## config.mk

```make
export PLATFORM = sky130hd
export DESIGN_NAME = risc16_mem_arbiter
export DESIGN_NICKNAME = d
export VERILOG_FILES = /design/src/rtl/risc16_pkg.sv /design/src/rtl/risc16_arb_pick.sv /design/src/rtl/risc16_mem_arbiter.sv
export SDC_FILE = /design/constraint.sdc
export NUM_CORES = 1
export LEC_CHECK = 0
export ABC_CLOCK_PERIOD_IN_PS = 3200
export CAP_MARGIN = 10
export CORE_MARGIN = 5
export CORE_UTILIZATION = 43
export DETAILED_ROUTE_END_ITERATION = 6
export GPL_ROUTABILITY_DRIVEN = 0
export PLACE_DENSITY = 0.93
export SYNTH_ARGS = -nofsm -noshare
export SYNTH_HDL_FRONTEND = slang
export SYNTH_SLANG_ARGS = --single-unit
```

## constraint.sdc

```tcl
create_clock -name clk -period 3.2 [get_ports clk]
set_input_delay 0.64 -clock clk [delete_from_list [all_inputs] [get_ports clk]]
set_output_delay 0.64 -clock clk [all_outputs]
set_load 0.03 [all_outputs]
```

## src/rtl/risc16_pkg.sv

```systemverilog
// Shared types and constants for the risc16 memory arbiter.
package risc16_pkg;

   typedef enum logic [1:0] {
      ST_IDLE   = 2'd0,
      ST_ACCESS = 2'd1,
      ST_RESP   = 2'd2
   } arb_state_t;

   typedef enum logic {
      OWN_IF = 1'b0,
      OWN_D  = 1'b1
   } owner_t;

   localparam int FAIR_LIMIT_DEF = 4;

endpackage

```

## src/rtl/risc16_arb_pick.sv

```systemverilog
// Winner selection between fetch and data ports.
// Build option: RISC16_ARB_ROUND_ROBIN_EN selects round-robin tie breaking;
// otherwise data has priority, bounded by a fairness counter.
module risc16_arb_pick
   import risc16_pkg::*;
#(
   parameter int FAIR_LIMIT = FAIR_LIMIT_DEF
) (
   input  logic   clk,
   input  logic   rst,
   input  logic   if_req,
   input  logic   d_req,
   input  logic   grant,
   output owner_t pick
);

   localparam int CW = $clog2(FAIR_LIMIT + 1);

   owner_t          last_q, last_d;
   logic [CW-1:0]   cnt_q, cnt_d;

   // Combinational winner; only meaningful while at least one request is up.
   always_comb begin
      pick = OWN_IF;
      if (d_req && !if_req) begin
         pick = OWN_D;
      end else if (d_req && if_req) begin
`ifdef RISC16_ARB_ROUND_ROBIN_EN
         pick = (last_q == OWN_IF) ? OWN_D : OWN_IF;
`else
         pick = (cnt_q >= CW'(FAIR_LIMIT)) ? OWN_IF : OWN_D;
`endif
      end
   end

   // Track last winner and data grants taken while fetch was waiting.
   always_comb begin
      last_d = last_q;
      cnt_d  = cnt_q;
      if (grant) begin
         last_d = pick;
         if (pick == OWN_IF) begin
            cnt_d = '0;
         end else if (if_req && (cnt_q != '1)) begin
            cnt_d = cnt_q + CW'(1);
         end
      end
   end

   // Selection history registers.
   always_ff @(posedge clk) begin
      if (rst) begin
         last_q <= OWN_D;
         cnt_q  <= '0;
      end else begin
         last_q <= last_d;
         cnt_q  <= cnt_d;
      end
   end

endmodule

```

## src/rtl/risc16_mem_arbiter.sv

```systemverilog
// Two-port (fetch / data) arbiter in front of a single shared memory.
// Each transaction walks IDLE -> ACCESS -> RESP, one cycle each.
// Build option: RISC16_ARB_ROUND_ROBIN_EN (see risc16_arb_pick).
module risc16_mem_arbiter
   import risc16_pkg::*;
#(
   parameter int WORD_LENGTH = 16,
   parameter int FAIR_LIMIT  = FAIR_LIMIT_DEF
) (
   input  logic                   clk,
   input  logic                   rst,
   input  logic                   if_req,
   input  logic [WORD_LENGTH-1:0] if_addr,
   output logic                   if_ack,
   output logic [WORD_LENGTH-1:0] if_rdata,
   input  logic                   d_req,
   input  logic                   d_we,
   input  logic [WORD_LENGTH-1:0] d_addr,
   input  logic [WORD_LENGTH-1:0] d_wdata,
   output logic                   d_ack,
   output logic [WORD_LENGTH-1:0] d_rdata,
   output logic [WORD_LENGTH-1:0] mem_addr,
   output logic [WORD_LENGTH-1:0] mem_wdata,
   output logic                   mem_we,
   input  logic [WORD_LENGTH-1:0] mem_rdata,
   output logic                   busy
);

   arb_state_t             state_q, state_d;
   owner_t                 owner_q, owner_d;
   logic [WORD_LENGTH-1:0] addr_q, addr_d;
   logic [WORD_LENGTH-1:0] wdata_q, wdata_d;
   logic                   we_q, we_d;
   logic [WORD_LENGTH-1:0] if_rdata_q, if_rdata_d;
   logic [WORD_LENGTH-1:0] d_rdata_q, d_rdata_d;
   logic                   grant;
   owner_t                 pick;

   // Grants happen only from IDLE; RESP never re-grants.
   assign grant = (state_q == ST_IDLE) && (if_req || d_req);

   risc16_arb_pick #(.FAIR_LIMIT(FAIR_LIMIT)) u_pick (
      .clk    (clk),
      .rst    (rst),
      .if_req (if_req),
      .d_req  (d_req),
      .grant  (grant),
      .pick   (pick)
   );

   // Next-state and datapath latch logic.
   always_comb begin
      state_d    = state_q;
      owner_d    = owner_q;
      addr_d     = addr_q;
      wdata_d    = wdata_q;
      we_d       = we_q;
      if_rdata_d = if_rdata_q;
      d_rdata_d  = d_rdata_q;
      unique case (state_q)
         ST_IDLE: begin
            if (grant) begin
               owner_d = pick;
               state_d = ST_ACCESS;
               if (pick == OWN_D) begin
                  addr_d  = d_addr;
                  wdata_d = d_wdata;
                  we_d    = d_we;
               end else begin
                  addr_d  = if_addr;
                  we_d    = 1'b0;
               end
            end
         end
         ST_ACCESS: begin
            if (owner_q == OWN_IF) if_rdata_d = mem_rdata;
            else                   d_rdata_d  = mem_rdata;
            state_d = ST_RESP;
         end
         ST_RESP: state_d = ST_IDLE;
         default: state_d = ST_IDLE;
      endcase
   end

   // State and datapath registers; reset aborts any transaction in flight.
   always_ff @(posedge clk) begin
      if (rst) begin
         state_q    <= ST_IDLE;
         owner_q    <= OWN_IF;
         addr_q     <= '0;
         wdata_q    <= '0;
         we_q       <= 1'b0;
         if_rdata_q <= '0;
         d_rdata_q  <= '0;
      end else begin
         state_q    <= state_d;
         owner_q    <= owner_d;
         addr_q     <= addr_d;
         wdata_q    <= wdata_d;
         we_q       <= we_d;
         if_rdata_q <= if_rdata_d;
         d_rdata_q  <= d_rdata_d;
      end
   end

   assign mem_addr  = addr_q;
   assign mem_wdata = wdata_q;
   assign mem_we    = (state_q == ST_ACCESS) && (owner_q == OWN_D) && we_q;
   assign if_ack    = (state_q == ST_RESP) && (owner_q == OWN_IF);
   assign d_ack     = (state_q == ST_RESP) && (owner_q == OWN_D);
   assign if_rdata  = if_rdata_q;
   assign d_rdata   = d_rdata_q;
   assign busy      = (state_q != ST_IDLE);

endmodule

```

# Yosys cells after proc, flatten, opt, wreduce, memory -nomap -nowiden
# Cells that the tools add are included.
dict set report word_totals {
  register_bits 71
  in_bits 69
  out_inout_bits 68
  word_cells 42
}
dict set report classes {
  n_addsub 1
  order_cmp 1
  eq_ne 5
  muxes 9
  bitwise 1
  reduce_logical 17
}
# op n
set op_table {}
lappend op_table {{2-to-1 mux 16 bit} 1}
lappend op_table {{logical AND 1 bit} 8}
lappend op_table {{AND reduction 2 bit} 4}
lappend op_table {{2-to-1 mux 3 bit} 2}
lappend op_table {{2-to-1 mux 1 bit} 4}
lappend op_table {{case mux 2 bit (2 select lines)} 1}
lappend op_table {{adder 3 x 1 -> 3 bit (second input constant)} 1}
lappend op_table {{>= comparator 3 bit (second input constant)} 1}
lappend op_table {{inequality test 3 bit (second input constant)} 1}
lappend op_table {{AND reduction 3 bit} 1}
lappend op_table {{== test 2 x 1 -> 1 bit (second input constant)} 1}
lappend op_table {{== test 2 bit (second input constant)} 1}
lappend op_table {{zero test 2 bit} 1}
lappend op_table {{2-to-1 mux 2 bit} 1}
lappend op_table {{inequality test 2 x 1 -> 1 bit (second input constant)} 1}
lappend op_table {{inequality test 2 bit (second input constant)} 1}
lappend op_table {{nonzero test 2 bit} 1}
lappend op_table {{zero test 1 bit} 1}
lappend op_table {{logical OR 1 bit} 1}
lappend op_table {{inverter 1 bit} 1}

# Depth between registers and ports, before layout
dict set report logic_depth {
  ltp_word 6
  depth_mapped 6
  ltp_nobuf 5
}

# By module
# Synthesis repeated with hierarchy kept, for this count alone.
dict set report unflattened {
  hier_cells 331
  area_unflattened_um2 2950.3
}
# mod n_inst cells_per_inst area_per_inst_um2
set by_module_without_submodules {}
lappend by_module_without_submodules {risc16_mem_arbiter 1 314 2762.6}
lappend by_module_without_submodules {risc16_arb_pick 1 17 187.7}

# Worst setup path before layout
# No wires, ideal clock.
dict set report synth_path {
  path_kind {register to output}
  start {reg state_q[1]}
  end {out mem_we}
  arrival_ps 1371
  t_required_ps 2560
  slack_ps 1189
  path_stages_with_launch 6
  path_cell_list {dfxtp_1 buf_2 and3b_1 buf_2 clkbuf_1 and2_1}
}
dict set report synth_between {
  elab_chain_cells 3
}
# item line_no
set synth_lines {}
lappend synth_lines {{start: declaration} risc16_mem_arbiter.sv:29} ;# arb_state_t state_q, state_d;
lappend synth_lines {{start signal: assignment} risc16_mem_arbiter.sv:96} ;# state_q <= state_d;
lappend synth_lines {{== test 2 x 1 -> 1 bit} risc16_mem_arbiter.sv:108} ;# assign mem_we = (state_q == ST_ACCESS) && (owner_q == OWN_D) && we_q;
lappend synth_lines {{logical AND 1 bit (2 in series)} risc16_mem_arbiter.sv:108}
lappend synth_lines {{end: declaration} risc16_mem_arbiter.sv:24} ;# output logic mem_we,
# Every way passes these cells.

# Worst setup path after layout
dict set report layout_path {
  start {reg state_q[0]}
  end {out mem_we}
}
# Same word-level chain as after synthesis.

==> reports/metrics.cfg <==
[yosys]
ys_types=27
synthFlopType=dfxtp_1
syn-cell-area_sq_mm=0.00280
ys_warn_count=0
yosysSeqAreaShare=0.508
ys_ff_latch=71
synth_edf_count=0
syn-num-nets=416
async_reset_ff_frac=0
netlist_instances=345
postSynthAreaPerCell_sq_um=8.11

[grt]
use_met1=0.222
first_global_vias=2932
grt_pass1_wl_um=13800
grtUsageTotal=0.205
grt.met2_usage=0.354
grt_overflow=0
grt_util_met3=0.0792
antenna_found_initial=0
busiest_layer=met2
grt_max_degree=43

[worst_setup_path]
endpoint_kind=output pin
cp_num_cells=4
start_kind=flop
crit_fanout=17
cp_cell_sequence=and3b_1 -> buf_4 -> and2_1 -> clkdlybuf4s50_1
cp.buffers_inverters=2
slowest_stage=clkdlybuf4s50_1
crit_family=buffers and inverters
crit_required_ns=2.56
critPathArrivalTime_ns=2.02
r2r_cells=5
slowest_delay_ns=0.67
r2r-start=state_q[0]$_SDFFE_PP0P_
crit_path_start=state_q[0]$_SDFFE_PP0P_
r2r_slack_ns=1.44
critPathKind=flop to output pin

[timing]
worst_pin_slew_ns=0.989
drv_slew=0
rsz0062_at_grt=no
fmaxAchievable_ghz=0.376
clock_skew_ns=0.00540
max-slew-margin-rel=0.338
min_period_over_period=0.832
finalSetupViolCount=0
final.setup.tns_ns=0
min_period_ns=2.66
fin_ws_ns=0.538
hold_viol=0

[layout]
fin_nets=540
syn_to_final_growth_pct=55.2
fillers=517
multiInputGateArea_sq_mm=0.00124
antenna_cells=0
regArea_sq_mm=0.00142
fin_area_sq_mm=0.00434
drive_above_1_share=0.0654

[min_path]
hp-start=d_rdata[11]$_SDFFE_PP0P_
hold_depth=2
holdCritPathClass=flop to flop

[clock_tree]
clockRootBuffer=clkbuf_8
holdBufCountCts=0
clk_pin_slew_worst_paths_ns=0.08
cts.sinks=71
cts_made_buffers=9
post_cts_buffers=0
clock_latency_ns=0.34
cts_tree=built
post_cts_resized=0
htreeDepth=3
clk_path_buf_depth=2

[route]
dr_total_vias=2948
vias_per_cell=5.35
drt_first_iter_violations=119
dr.pass1.iters=5
ant_nets=0
wl_per_cell_um=15.5
route.detailed.drc=0
wl_um=8540

[placed_design]
dp_hpwl_um=6200
pre_cts_ws_ns=0.873
placed_area_sq_mm=0.00417
io_buffers=136

[die]
die-width_um=90.6
die-area_sq_mm=0.00822
num_rows=29
start_util=0.440
fp.coreArea_sq_mm=0.00635
io_pins=137
die_h_um=90.6

[pwr]
power_leakage_nw=1.57
power_density_mw_per_mm2=485
ir_worst_vdd_uv=376

[status]
outcome=finished, final reports clean

[run]
drv_cap=0

-- registers in the layout, summed over array words and instances, names as in the netlist --
| name | cells |
|---|---|
| we_q | 1 |
| d_rdata | 16 |
| if_rdata | 16 |
| owner_q | 1 |
| state_q | 2 |
| u_pick.cnt_q | 3 |
| mem_addr | 16 |
| mem_wdata | 16 |
-- placed cells by master, fill, tap and decap left out, drive strengths merged --
master,instances
nor2,3
clkdlybuf4s50,135
clkbuf,9
or3b,3
buf,8
inv,2
a311oi,16
or2,1
dfxtp,71
nor3,1
ha,2
and3b,3
nor3b,4
and2,1
nand4,1
nand2,97
nand3,17
nand3b,3
clkinvlp,1
clkinv,5
a21oi,68
o21ai,20
a21boi,1
o31ai,1
a21bo,1
-- worst paths after layout --
path                         endpoint
max reg2reg  mem_addr[9]$_SDFFE_PP0P_
min reg2reg  d_rdata[11]$_SDFFE_PP0P_
max                            mem_we
min          d_rdata[11]$_SDFFE_PP0P_
-- cell type report --
type	count	share of cell area
clock inverter	7	0.0112
sequential	71	0.328
clock buffer	9	0.0285
timing repair buffer	143	0.325
tap	77	0.0222
inverter	1	0.000865
multi-input combinational	243	0.285
-- worst reg2reg max path, stage by stage, from the launching register on --
cell,delay [ns]
dfxtp_1,0.38
nor2_2,0.16
inv_1,0.07
buf_4,0.20
nor2_2,0.56
a311oi_1,0.22
-- report_power, final --
group | leakage (nW) | total (mW) | internal, mW | switching, mW
logic | 0.895 | 0.500 | 0.225 | 0.275
registers | 0.581 | 0.976 | 0.942 | 0.0343
clock network | 0.0894 | 0.629 | 0.282 | 0.347
total | 1.57 | 2.10 | 1.45 | 0.656
-- cells by family after synthesis --
logic type      count (synthesis)  synth area share
flops                          71             0.508
compound gates                107             0.218
simple gates                  134             0.215
buf+inv                        31            0.0497
fa+ha+maj                       2           0.00895
-- stage by stage --
stage                     hold WS [ns]   util  instances  power (mW)
after detailed placement         0.451  0.656        535        1.50
after CTS                        0.462  0.683        551        2.12
after global routing             0.474  0.683        551        2.21
after global placement           0.443  0.656        535        1.48
after floorplan                  0.445      -        345        1.26
final                            0.457  0.683        551        2.10
-- metal layers --
metal	up-vias	wire [um]
met3	20	791
met1	1352	3220
met4	0	209
met5	-	0
li1	1439	-
met2	137	4320
-- Yosys cell counts, types with 2 or more instances --
| cell type | n | share of area |
|---|---|---|
| clkbuf_1 | 17 | 0.023 |
| nor2_2 | 2 | 0.0045 |
| nand2_1 | 97 | 0.13 |
| ha_1 | 2 | 0.0089 |
| o21ai_0 | 20 | 0.036 |
| dfxtp_1 | 71 | 0.51 |
| buf_2 | 11 | 0.020 |
| nand3b_1 | 3 | 0.0081 |
| or3b_1 | 2 | 0.0063 |
| nor3b_1 | 3 | 0.0081 |
| a21oi_1 | 68 | 0.12 |
| and3b_1 | 3 | 0.0094 |
| a311oi_1 | 16 | 0.050 |
| nand3_1 | 17 | 0.030 |
Note: power is estimated with default switching activity, not from simulation.
